==> src/rtl/even_issue_if.sv <==
// Bundle between the decode/RF stage and the even-pipe issue stage: the incoming
// instruction, operand sources, pipe forwarding/writeback, and the registered issue outputs.
interface even_issue_if;
  logic               in_valid;
  logic               in_ready;
  logic [10:0]        in_op;
  logic [2:0]         in_format;
  logic [1:0]         in_unit;
  logic               in_fp_int;
  logic [6:0]         in_rt_addr;
  logic [6:0]         in_ra_addr;
  logic [6:0]         in_rb_addr;
  logic [6:0]         in_rc_addr;
  logic               in_use_ra;
  logic               in_use_rb;
  logic               in_use_rc;
  logic [17:0]        in_imm;
  logic               in_reg_write;
  logic [127:0]       rf_ra;
  logic [127:0]       rf_rb;
  logic [127:0]       rf_rc;
  logic [6:0][127:0]  fw_wb;
  logic [6:0][6:0]    fw_addr_wb;
  logic [6:0]         fw_write_wb;
  logic [127:0]       rt_wb;
  logic [6:0]         rt_addr_wb;
  logic               reg_write_wb;
  logic               branch_taken;
  logic [10:0]        op;
  logic [2:0]         format;
  logic [1:0]         unit;
  logic [6:0]         rt_addr;
  logic [17:0]        imm;
  logic               reg_write;
  logic [127:0]       ra;
  logic [127:0]       rb;
  logic [127:0]       rc;
  logic [15:0]        stall_count;

  modport master (
    output in_valid, in_op, in_format, in_unit, in_fp_int, in_rt_addr,
           in_ra_addr, in_rb_addr, in_rc_addr, in_use_ra, in_use_rb, in_use_rc,
           in_imm, in_reg_write, rf_ra, rf_rb, rf_rc, fw_wb, fw_addr_wb,
           fw_write_wb, rt_wb, rt_addr_wb, reg_write_wb, branch_taken,
    input  in_ready, op, format, unit, rt_addr, imm, reg_write, ra, rb, rc,
           stall_count
  );

  modport slave (
    input  in_valid, in_op, in_format, in_unit, in_fp_int, in_rt_addr,
           in_ra_addr, in_rb_addr, in_rc_addr, in_use_ra, in_use_rb, in_use_rc,
           in_imm, in_reg_write, rf_ra, rf_rb, rf_rc, fw_wb, fw_addr_wb,
           fw_write_wb, rt_wb, rt_addr_wb, reg_write_wb, branch_taken,
    output in_ready, op, format, unit, rt_addr, imm, reg_write, ra, rb, rc,
           stall_count
  );
endinterface

==> src/rtl/even_issue_stage.sv <==
// Even-pipe RF/FWD issue stage: scoreboard-based RAW stall, operand forwarding and
// registration of the instruction into the execution pipe.
module even_issue_stage #(
  parameter int LAT_FX1    = 2,
  parameter int LAT_FX2    = 4,
  parameter int LAT_BYTE   = 4,
  parameter int LAT_FP     = 6,
  parameter int LAT_FP_INT = 7,
  parameter int SB_DEPTH   = 8
) (
  input logic         clk,
  input logic         reset,
  even_issue_if.slave bus
);
  localparam int DATA_W = 128;
  localparam int LW     = $clog2(SB_DEPTH + 1) + 1;

  logic [SB_DEPTH-1:0] sb_vld_q;
  logic [6:0]          sb_addr_q [SB_DEPTH];
  logic [LW-1:0]       sb_lat_q  [SB_DEPTH];

  logic              hazard;
  logic              issue;
  logic [10:0]       op_q, op_d;
  logic [2:0]        format_q, format_d;
  logic [1:0]        unit_q, unit_d;
  logic [6:0]        rt_addr_q, rt_addr_d;
  logic [17:0]       imm_q, imm_d;
  logic              reg_write_q, reg_write_d;
  logic [DATA_W-1:0] ra_q, ra_d, rb_q, rb_d, rc_q, rc_d;
  logic [15:0]       stall_q, stall_d;

  function automatic logic [LW-1:0] lat_of(input logic [1:0] u, input logic fp_int);
    case (u)
      2'd0:    lat_of = fp_int ? LW'(LAT_FP_INT) : LW'(LAT_FP);
      2'd1:    lat_of = LW'(LAT_FX2);
      2'd2:    lat_of = LW'(LAT_BYTE);
      default: lat_of = LW'(LAT_FX1);
    endcase
  endfunction

  function automatic logic [15:0] sat_inc16(input logic [15:0] v);
    return (v == 16'hFFFF) ? v : v + 16'd1;
  endfunction

  // Forwarding stage 1 is youngest, so the lowest matching stage wins over writeback and RF.
  function automatic logic [DATA_W-1:0] resolve(
    input logic [6:0]             a,
    input logic [DATA_W-1:0]      rf,
    input logic [6:0][DATA_W-1:0] fw,
    input logic [6:0][6:0]        fa,
    input logic [6:0]             fv,
    input logic [DATA_W-1:0]      wb,
    input logic [6:0]             wa,
    input logic                   wv
  );
    logic [DATA_W-1:0] r;
    r = rf;
    if (wv && (wa == a)) r = wb;
    for (int j = 6; j >= 1; j--) begin
      if (fv[j] && (fa[j] == a)) r = fw[j];
    end
    return r;
  endfunction

  // Hazard is qualified by in_valid so an idle input never reports not-ready.
  always_comb begin
    hazard = 1'b0;
    for (int i = 0; i < SB_DEPTH; i++) begin
      if (sb_vld_q[i] && (LW'(i + 1) < sb_lat_q[i])) begin
        if ((bus.in_use_ra && (bus.in_ra_addr == sb_addr_q[i])) ||
            (bus.in_use_rb && (bus.in_rb_addr == sb_addr_q[i])) ||
            (bus.in_use_rc && (bus.in_rc_addr == sb_addr_q[i])))
          hazard = 1'b1;
      end
    end
    hazard = hazard & bus.in_valid;
  end

  assign issue        = bus.in_valid & ~hazard & ~bus.branch_taken;
  assign bus.in_ready = ~(hazard | bus.branch_taken);

  always_comb begin
    op_d        = '0;
    format_d    = '0;
    unit_d      = '0;
    rt_addr_d   = '0;
    imm_d       = '0;
    reg_write_d = 1'b0;
    ra_d        = '0;
    rb_d        = '0;
    rc_d        = '0;
    if (issue) begin
      op_d        = bus.in_op;
      format_d    = bus.in_format;
      unit_d      = bus.in_unit;
      rt_addr_d   = bus.in_rt_addr;
      imm_d       = bus.in_imm;
      reg_write_d = bus.in_reg_write;
      ra_d = bus.in_use_ra ? resolve(bus.in_ra_addr, bus.rf_ra, bus.fw_wb, bus.fw_addr_wb,
                                     bus.fw_write_wb, bus.rt_wb, bus.rt_addr_wb,
                                     bus.reg_write_wb) : bus.rf_ra;
      rb_d = bus.in_use_rb ? resolve(bus.in_rb_addr, bus.rf_rb, bus.fw_wb, bus.fw_addr_wb,
                                     bus.fw_write_wb, bus.rt_wb, bus.rt_addr_wb,
                                     bus.reg_write_wb) : bus.rf_rb;
      rc_d = bus.in_use_rc ? resolve(bus.in_rc_addr, bus.rf_rc, bus.fw_wb, bus.fw_addr_wb,
                                     bus.fw_write_wb, bus.rt_wb, bus.rt_addr_wb,
                                     bus.reg_write_wb) : bus.rf_rc;
    end
    stall_d = (bus.in_valid && hazard && !bus.branch_taken) ? sat_inc16(stall_q) : stall_q;
  end

  // Issue register stage; a branch only injects a bubble, the scoreboard keeps shifting.
  always_ff @(posedge clk) begin
    if (reset) begin
      sb_vld_q    <= '0;
      stall_q     <= '0;
      op_q        <= '0;
      format_q    <= '0;
      unit_q      <= '0;
      rt_addr_q   <= '0;
      imm_q       <= '0;
      reg_write_q <= 1'b0;
      ra_q        <= '0;
      rb_q        <= '0;
      rc_q        <= '0;
    end else begin
      sb_vld_q    <= {sb_vld_q[SB_DEPTH-2:0], issue & bus.in_reg_write};
      stall_q     <= stall_d;
      op_q        <= op_d;
      format_q    <= format_d;
      unit_q      <= unit_d;
      rt_addr_q   <= rt_addr_d;
      imm_q       <= imm_d;
      reg_write_q <= reg_write_d;
      ra_q        <= ra_d;
      rb_q        <= rb_d;
      rc_q        <= rc_d;
    end
  end

  always_ff @(posedge clk) begin
    sb_addr_q[0] <= bus.in_rt_addr;
    sb_lat_q[0]  <= lat_of(bus.in_unit, bus.in_fp_int);
    for (int i = 1; i < SB_DEPTH; i++) begin
      sb_addr_q[i] <= sb_addr_q[i-1];
      sb_lat_q[i]  <= sb_lat_q[i-1];
    end
  end

  assign bus.op          = op_q;
  assign bus.format      = format_q;
  assign bus.unit        = unit_q;
  assign bus.rt_addr     = rt_addr_q;
  assign bus.imm         = imm_q;
  assign bus.reg_write   = reg_write_q;
  assign bus.ra          = ra_q;
  assign bus.rb          = rb_q;
  assign bus.rc          = rc_q;
  assign bus.stall_count = stall_q;
endmodule

==> src/flat_wrapper.sv <==
// flat-port wrapper written by rule: the top's interface ports become plain ports
module even_issue_stage_flat 
#(
  parameter int LAT_FX1    = 2,
  parameter int LAT_FX2    = 4,
  parameter int LAT_BYTE   = 4,
  parameter int LAT_FP     = 6,
  parameter int LAT_FP_INT = 7,
  parameter int SB_DEPTH   = 8
)
  (clk, reset, bus_in_valid, bus_in_op, bus_in_format, bus_in_unit, bus_in_fp_int, bus_in_rt_addr, bus_in_ra_addr, bus_in_rb_addr, bus_in_rc_addr, bus_in_use_ra, bus_in_use_rb, bus_in_use_rc, bus_in_imm, bus_in_reg_write, bus_rf_ra, bus_rf_rb, bus_rf_rc, bus_fw_wb, bus_fw_addr_wb, bus_fw_write_wb, bus_rt_wb, bus_rt_addr_wb, bus_reg_write_wb, bus_branch_taken, bus_in_ready, bus_op, bus_format, bus_unit, bus_rt_addr, bus_imm, bus_reg_write, bus_ra, bus_rb, bus_rc, bus_stall_count);
  even_issue_if bus_i ();
  input logic clk;
  input logic reset;
  input wire logic [$bits(bus_i.in_valid)-1:0] bus_in_valid;
  input wire logic [$bits(bus_i.in_op)-1:0] bus_in_op;
  input wire logic [$bits(bus_i.in_format)-1:0] bus_in_format;
  input wire logic [$bits(bus_i.in_unit)-1:0] bus_in_unit;
  input wire logic [$bits(bus_i.in_fp_int)-1:0] bus_in_fp_int;
  input wire logic [$bits(bus_i.in_rt_addr)-1:0] bus_in_rt_addr;
  input wire logic [$bits(bus_i.in_ra_addr)-1:0] bus_in_ra_addr;
  input wire logic [$bits(bus_i.in_rb_addr)-1:0] bus_in_rb_addr;
  input wire logic [$bits(bus_i.in_rc_addr)-1:0] bus_in_rc_addr;
  input wire logic [$bits(bus_i.in_use_ra)-1:0] bus_in_use_ra;
  input wire logic [$bits(bus_i.in_use_rb)-1:0] bus_in_use_rb;
  input wire logic [$bits(bus_i.in_use_rc)-1:0] bus_in_use_rc;
  input wire logic [$bits(bus_i.in_imm)-1:0] bus_in_imm;
  input wire logic [$bits(bus_i.in_reg_write)-1:0] bus_in_reg_write;
  input wire logic [$bits(bus_i.rf_ra)-1:0] bus_rf_ra;
  input wire logic [$bits(bus_i.rf_rb)-1:0] bus_rf_rb;
  input wire logic [$bits(bus_i.rf_rc)-1:0] bus_rf_rc;
  input wire logic [$bits(bus_i.fw_wb)-1:0] bus_fw_wb;
  input wire logic [$bits(bus_i.fw_addr_wb)-1:0] bus_fw_addr_wb;
  input wire logic [$bits(bus_i.fw_write_wb)-1:0] bus_fw_write_wb;
  input wire logic [$bits(bus_i.rt_wb)-1:0] bus_rt_wb;
  input wire logic [$bits(bus_i.rt_addr_wb)-1:0] bus_rt_addr_wb;
  input wire logic [$bits(bus_i.reg_write_wb)-1:0] bus_reg_write_wb;
  input wire logic [$bits(bus_i.branch_taken)-1:0] bus_branch_taken;
  output wire logic [$bits(bus_i.in_ready)-1:0] bus_in_ready;
  output wire logic [$bits(bus_i.op)-1:0] bus_op;
  output wire logic [$bits(bus_i.format)-1:0] bus_format;
  output wire logic [$bits(bus_i.unit)-1:0] bus_unit;
  output wire logic [$bits(bus_i.rt_addr)-1:0] bus_rt_addr;
  output wire logic [$bits(bus_i.imm)-1:0] bus_imm;
  output wire logic [$bits(bus_i.reg_write)-1:0] bus_reg_write;
  output wire logic [$bits(bus_i.ra)-1:0] bus_ra;
  output wire logic [$bits(bus_i.rb)-1:0] bus_rb;
  output wire logic [$bits(bus_i.rc)-1:0] bus_rc;
  output wire logic [$bits(bus_i.stall_count)-1:0] bus_stall_count;
  assign bus_i.in_valid = bus_in_valid;
  assign bus_i.in_op = bus_in_op;
  assign bus_i.in_format = bus_in_format;
  assign bus_i.in_unit = bus_in_unit;
  assign bus_i.in_fp_int = bus_in_fp_int;
  assign bus_i.in_rt_addr = bus_in_rt_addr;
  assign bus_i.in_ra_addr = bus_in_ra_addr;
  assign bus_i.in_rb_addr = bus_in_rb_addr;
  assign bus_i.in_rc_addr = bus_in_rc_addr;
  assign bus_i.in_use_ra = bus_in_use_ra;
  assign bus_i.in_use_rb = bus_in_use_rb;
  assign bus_i.in_use_rc = bus_in_use_rc;
  assign bus_i.in_imm = bus_in_imm;
  assign bus_i.in_reg_write = bus_in_reg_write;
  assign bus_i.rf_ra = bus_rf_ra;
  assign bus_i.rf_rb = bus_rf_rb;
  assign bus_i.rf_rc = bus_rf_rc;
  assign bus_i.fw_wb = bus_fw_wb;
  assign bus_i.fw_addr_wb = bus_fw_addr_wb;
  assign bus_i.fw_write_wb = bus_fw_write_wb;
  assign bus_i.rt_wb = bus_rt_wb;
  assign bus_i.rt_addr_wb = bus_rt_addr_wb;
  assign bus_i.reg_write_wb = bus_reg_write_wb;
  assign bus_i.branch_taken = bus_branch_taken;
  assign bus_in_ready = bus_i.in_ready;
  assign bus_op = bus_i.op;
  assign bus_format = bus_i.format;
  assign bus_unit = bus_i.unit;
  assign bus_rt_addr = bus_i.rt_addr;
  assign bus_imm = bus_i.imm;
  assign bus_reg_write = bus_i.reg_write;
  assign bus_ra = bus_i.ra;
  assign bus_rb = bus_i.rb;
  assign bus_rc = bus_i.rc;
  assign bus_stall_count = bus_i.stall_count;
  even_issue_stage #(.LAT_FX1(LAT_FX1), .LAT_FX2(LAT_FX2), .LAT_BYTE(LAT_BYTE), .LAT_FP(LAT_FP), .LAT_FP_INT(LAT_FP_INT), .SB_DEPTH(SB_DEPTH)) u_core (.clk(clk), .reset(reset), .bus(bus_i));
endmodule
==> config.mk <==
export PLATFORM = sky130hd
export DESIGN_NAME = even_issue_stage_flat
export DESIGN_NICKNAME = d
export VERILOG_FILES = /design/src/rtl/even_issue_if.sv /design/src/rtl/even_issue_stage.sv /design/src/flat_wrapper.sv
export SDC_FILE = /design/constraint.sdc
export NUM_CORES = 2
export LEC_CHECK = 0
export ABC_AREA = 1
export CORE_AREA = 5 5 770 772
export DETAILED_ROUTE_END_ITERATION = 8
export DIE_AREA = 0 0 775 777
export PLACE_DENSITY = 0.3
export SLEW_MARGIN = 40
export SYNTH_ARGS = -nofsm -noshare
export SYNTH_HDL_FRONTEND = slang
export SYNTH_SLANG_ARGS = --single-unit
==> constraint.sdc <==
create_clock -name clk -period 3.5 [get_ports clk]
set_input_delay 0.35 -clock clk [delete_from_list [all_inputs] [get_ports clk]]
set_output_delay 0.35 -clock clk [all_outputs]
set_load 0.01 [all_outputs]
==> impl_metrics.json <==
{
  "status": "finished clean",
  "yosysWarningCount": 0,
  "dpl.hpwl_mm": 563,
  "ios": 1986,
  "async_flop_share_pct": 0,
  "cts-root-buf": "clkbuf_16",
  "place_inst": 19900,
  "worst_slew_pin_slew_ns": 1.01,
  "worstSetupPathType": "reg -> out",
  "synth.avg_cell_area_um2": 5.20,
  "finalMaxSlewViolations": 0,
  "end_kind": "output pin",
  "clk_pin_slew_ns": 0.06,
  "regArea_um2": 10200,
  "synth_top_cells_by_count": "nand2_1 (3478), nand3_1 (1839), a21oi_1 (1834)",
  "gp_congestion": 0.892,
  "viasPerCell": 4.01,
  "fp.dieW_um": 775,
  "drtPass1Iterations": 6,
  "p_total_mw": 23.4,
  "drv_cap": 0,
  "start_kind": "register",
  "stdcell_count": 20200,
  "rsz0062_at_grt": "false",
  "ys.flop_type": "dfxtp_1",
  "finalSetupViolCount": 0,
  "core_um2": 584000,
  "synth_edf_count": 0,
  "vdd_ir_drop_max_mv": 0.367,
  "cts_buffers": 90,
  "syn-instance-count": 10100,
  "vias": 81100,
  "required_ns": 3.15,
  "synth.most_common_cell": "nand2_1",
  "routed_wl_mm": 663,
  "cts_tree": "done",
  "busiest_layer": "met2",
  "io_buffers": 1849,
  "netlist_top_cells_area": "nand2_1 (25%), dfxtp_1 (19%), nand3_1 (18%)",
  "synth_top_area_share_pct": 24.9,
  "final.min_clock_period_ns": 3.26,
  "grtUsageMet3_pct": 7.20,
  "slew_headroom_pct": 32.5,
  "cts_setup_buffers": 0,
  "synth_cell_types": 38,
  "grt_start_max_net_pins": 105,
  "wl_per_cell_um": 32.8,
  "drive_gt1_share_pct": 10.1,
  "pwr-share-comb_pct": 32.1,
  "gr-total-overflow": 0,
  "h-tree-depth": 3,
  "syn_area_um2": 52500,
  "critPathMaxStageDelay_ns": 0.51,
  "initial_core_util_pct": 8.98,
  "p_int_mw": 14.5,
  "nets": 13800,
  "design_area_um2": 91500,
  "dieHeight_um": 777,
  "path_cells": "xnor2_1, nand2_1, nor2_1, nand2_1, nand3_1, nand2_1, nand2_1, inv_2, a21oi_2, nor2_1, buf_4, dlygate4sd2_1",
  "min-delay-path-class": "in -> reg",
  "die-area_um2": 602000,
  "nFillCells": 68300,
  "ys_seq_area_share_pct": 19.4,
  "antenna_found_initial": 398,
  "grt_use_total_pct": 21.0,
  "fin_crit_sh_pct": 93.2,
  "fin_skew_ns": 0.120,
  "cp_slowest_cell": "dfxtp_1",
  "yosys.area.top_type": "nand2_1",
  "cp.arrival_ns": 2.91,
  "met2_usage_pct": 34.9,
  "ant_nets": 0,
  "fmax_mhz": 307,
  "seqPwrFrac_pct": 26.1,
  "grt_pass1_wl_mm": 841,
  "rows": 281,
  "clkPwrFrac_pct": 41.8,
  "p_per_area_nw_per_um2": 256,
  "drc": 0,
  "clock_path_buffers": 4,
  "syn-num-nets": 11600,
  "dr.first_iter.drc_count": 7780,
  "grt_pass1_vias": 78700,
  "syn_to_final_growth_pct": 74.3,
  "grt_use_met1_pct": 25.2,
  "hold_viol": 0,
  "synth-seq-cells": 508,
  "multi_input_area_um2": 34100,
  "switching_power_mw": 8.89,
  "crit_fanout": 5,
  "numClockSinks": 508,
  "path_common_cell": "nand2_1",
  "p_leak_nw": 41.5,
  "post_dp_cell_area_um2": 87700,
  "switching_share_pct": 38.0,
  "clk_latency_ns": 0.88
}
metal layers:
metal / routed length, µm / vias to the layer above
met1: 271000 / 39100
met4: 23800 / 232
li1: - / 36800
met2: 306000 / 3970
met3: 61000 / 937
met5: 1450 / -
placed cells by master (no fill, tap or decap), types with 8 or more instances in the layout:
| cell type | count |
|---|---|
| buf_12 | 255 |
| diode_2 | 135 |
| nor2_1 | 108 |
| inv_2 | 20 |
| dfxtp_1 | 496 |
| dlygate4sd3_1 | 42 |
| inv_1 | 1172 |
| clkbuf_16 | 90 |
| o21ai_0 | 17 |
| buf_4 | 727 |
| a21oi_1 | 1834 |
| dfxtp_2 | 12 |
| clkbuf_8 | 12 |
| nand3_1 | 1835 |
| o211ai_1 | 12 |
| nor2_4 | 15 |
| clkinv_2 | 11 |
| nand4_1 | 39 |
| clkdlybuf4s50_1 | 1845 |
| nor2_2 | 31 |
| inv_8 | 13 |
| xor2_1 | 45 |
| xnor2_1 | 66 |
| nand2_1 | 3474 |
| clkbuf_1 | 8 |
| nor3_1 | 14 |
| clkinvlp_4 | 14 |
cell families (layout without fill, tap and decap cells):
family / count (synthesis) / in the layout / synth area share, %
simple gates: 5541 / 5541 / 44.5
buf+inv: 2039 / 4238 / 16.1
compound gates: 1887 / 1887 / 18.2
flops: 508 / 508 / 19.4
xor+xnor: 111 / 111 / 1.85
fa+ha+maj: 3 / 3 / 0.0715
other cells: 0 / 135 / 0
state kept, by name (all words and copies together) (netlist names):
name,count
u_core.bus.ra,128
u_core.bus.rt_addr,7
u_core.bus.op,11
u_core.bus.imm,18
u_core.bus.rc,128
u_core.bus.stall_count,16
u_core.bus.unit,2
u_core.sb_addr_q,42
u_core.sb_lat_q,18
u_core.sb_vld_q,6
u_core.bus.reg_write,1
u_core.bus.format,3
u_core.bus.rb,128
worst max-delay path, delay by kind of cell, from the launching register on:
| family | cells | cell delay, ns |
|---|---|---|
| flops | 1 | 0.51 |
| compound gates | 1 | 0.16 |
| xor+xnor | 1 | 0.16 |
| buf+inv | 3 | 0.53 |
| simple gates | 7 | 0.67 |
power by group through the flow:
stage | registers [mW] | logic [mW] | clock network, mW
after floorplan | 6.23 | 2.48 | 0
after global placement | 6.25 | 7.50 | 0
after detailed placement | 6.24 | 7.45 | 0
after CTS | 6.12 | 7.54 | 10.4
after global routing | 6.13 | 7.97 | 10.4
final | 6.12 | 7.51 | 9.79
worst paths after layout:
check	start	end	slack [ns]	depth (start not counted)
hold reg to reg	u_core.sb_lat_q[0][0]	u_core.sb_lat_q[0][5]	0.33	0
setup / recovery	u_core.sb_addr_q[4][6]	bus_in_ready	0.24	12
setup reg to reg	u_core.sb_addr_q[5][4]	u_core.bus.rb[19]	0.52	17
hold / removal	bus_rf_ra[82]	u_core.bus.ra[82]	0.13	3
through the flow:
step / hold WS, ns / TNS, ns / worst slack, ns / utilization [%]
finish: 0.126 / 0 / 0.240 / 15.7
global route: 0.0548 / 0 / 0.0210 / 15.6
CTS: 0.000361 / 0 / 0.0964 / 15.6
detailed placement: 0.315 / -34.99 / -0.585 / 15.0
global placement: 0.313 / -68.29 / -0.854 / 15.0
floorplan: 0.310 / 0 / 1.44 / -
repair_timing:
| action | 4_1_cts | 5_1_grt |
|---|---|---|
| endpoints found under the hold margin | 42 | 0 |
| setup endpoints to repair | 1 | 1 |
| gates resized for setup | 13 | 2 |
| hold buffers | 42 | 0 |
final cells by class:
cell class	count	share of cell area, %
flip-flops and latches	508	11.1
clock buffers	110	2.67
clock inverters	49	0.593
repair buffers	2874	32.3
multi-input cells	7542	37.3
diodes	135	0.369
inverters	1205	5.03
well taps	7782	10.6
No activity file was read; power rests on OpenSTA's default activity.
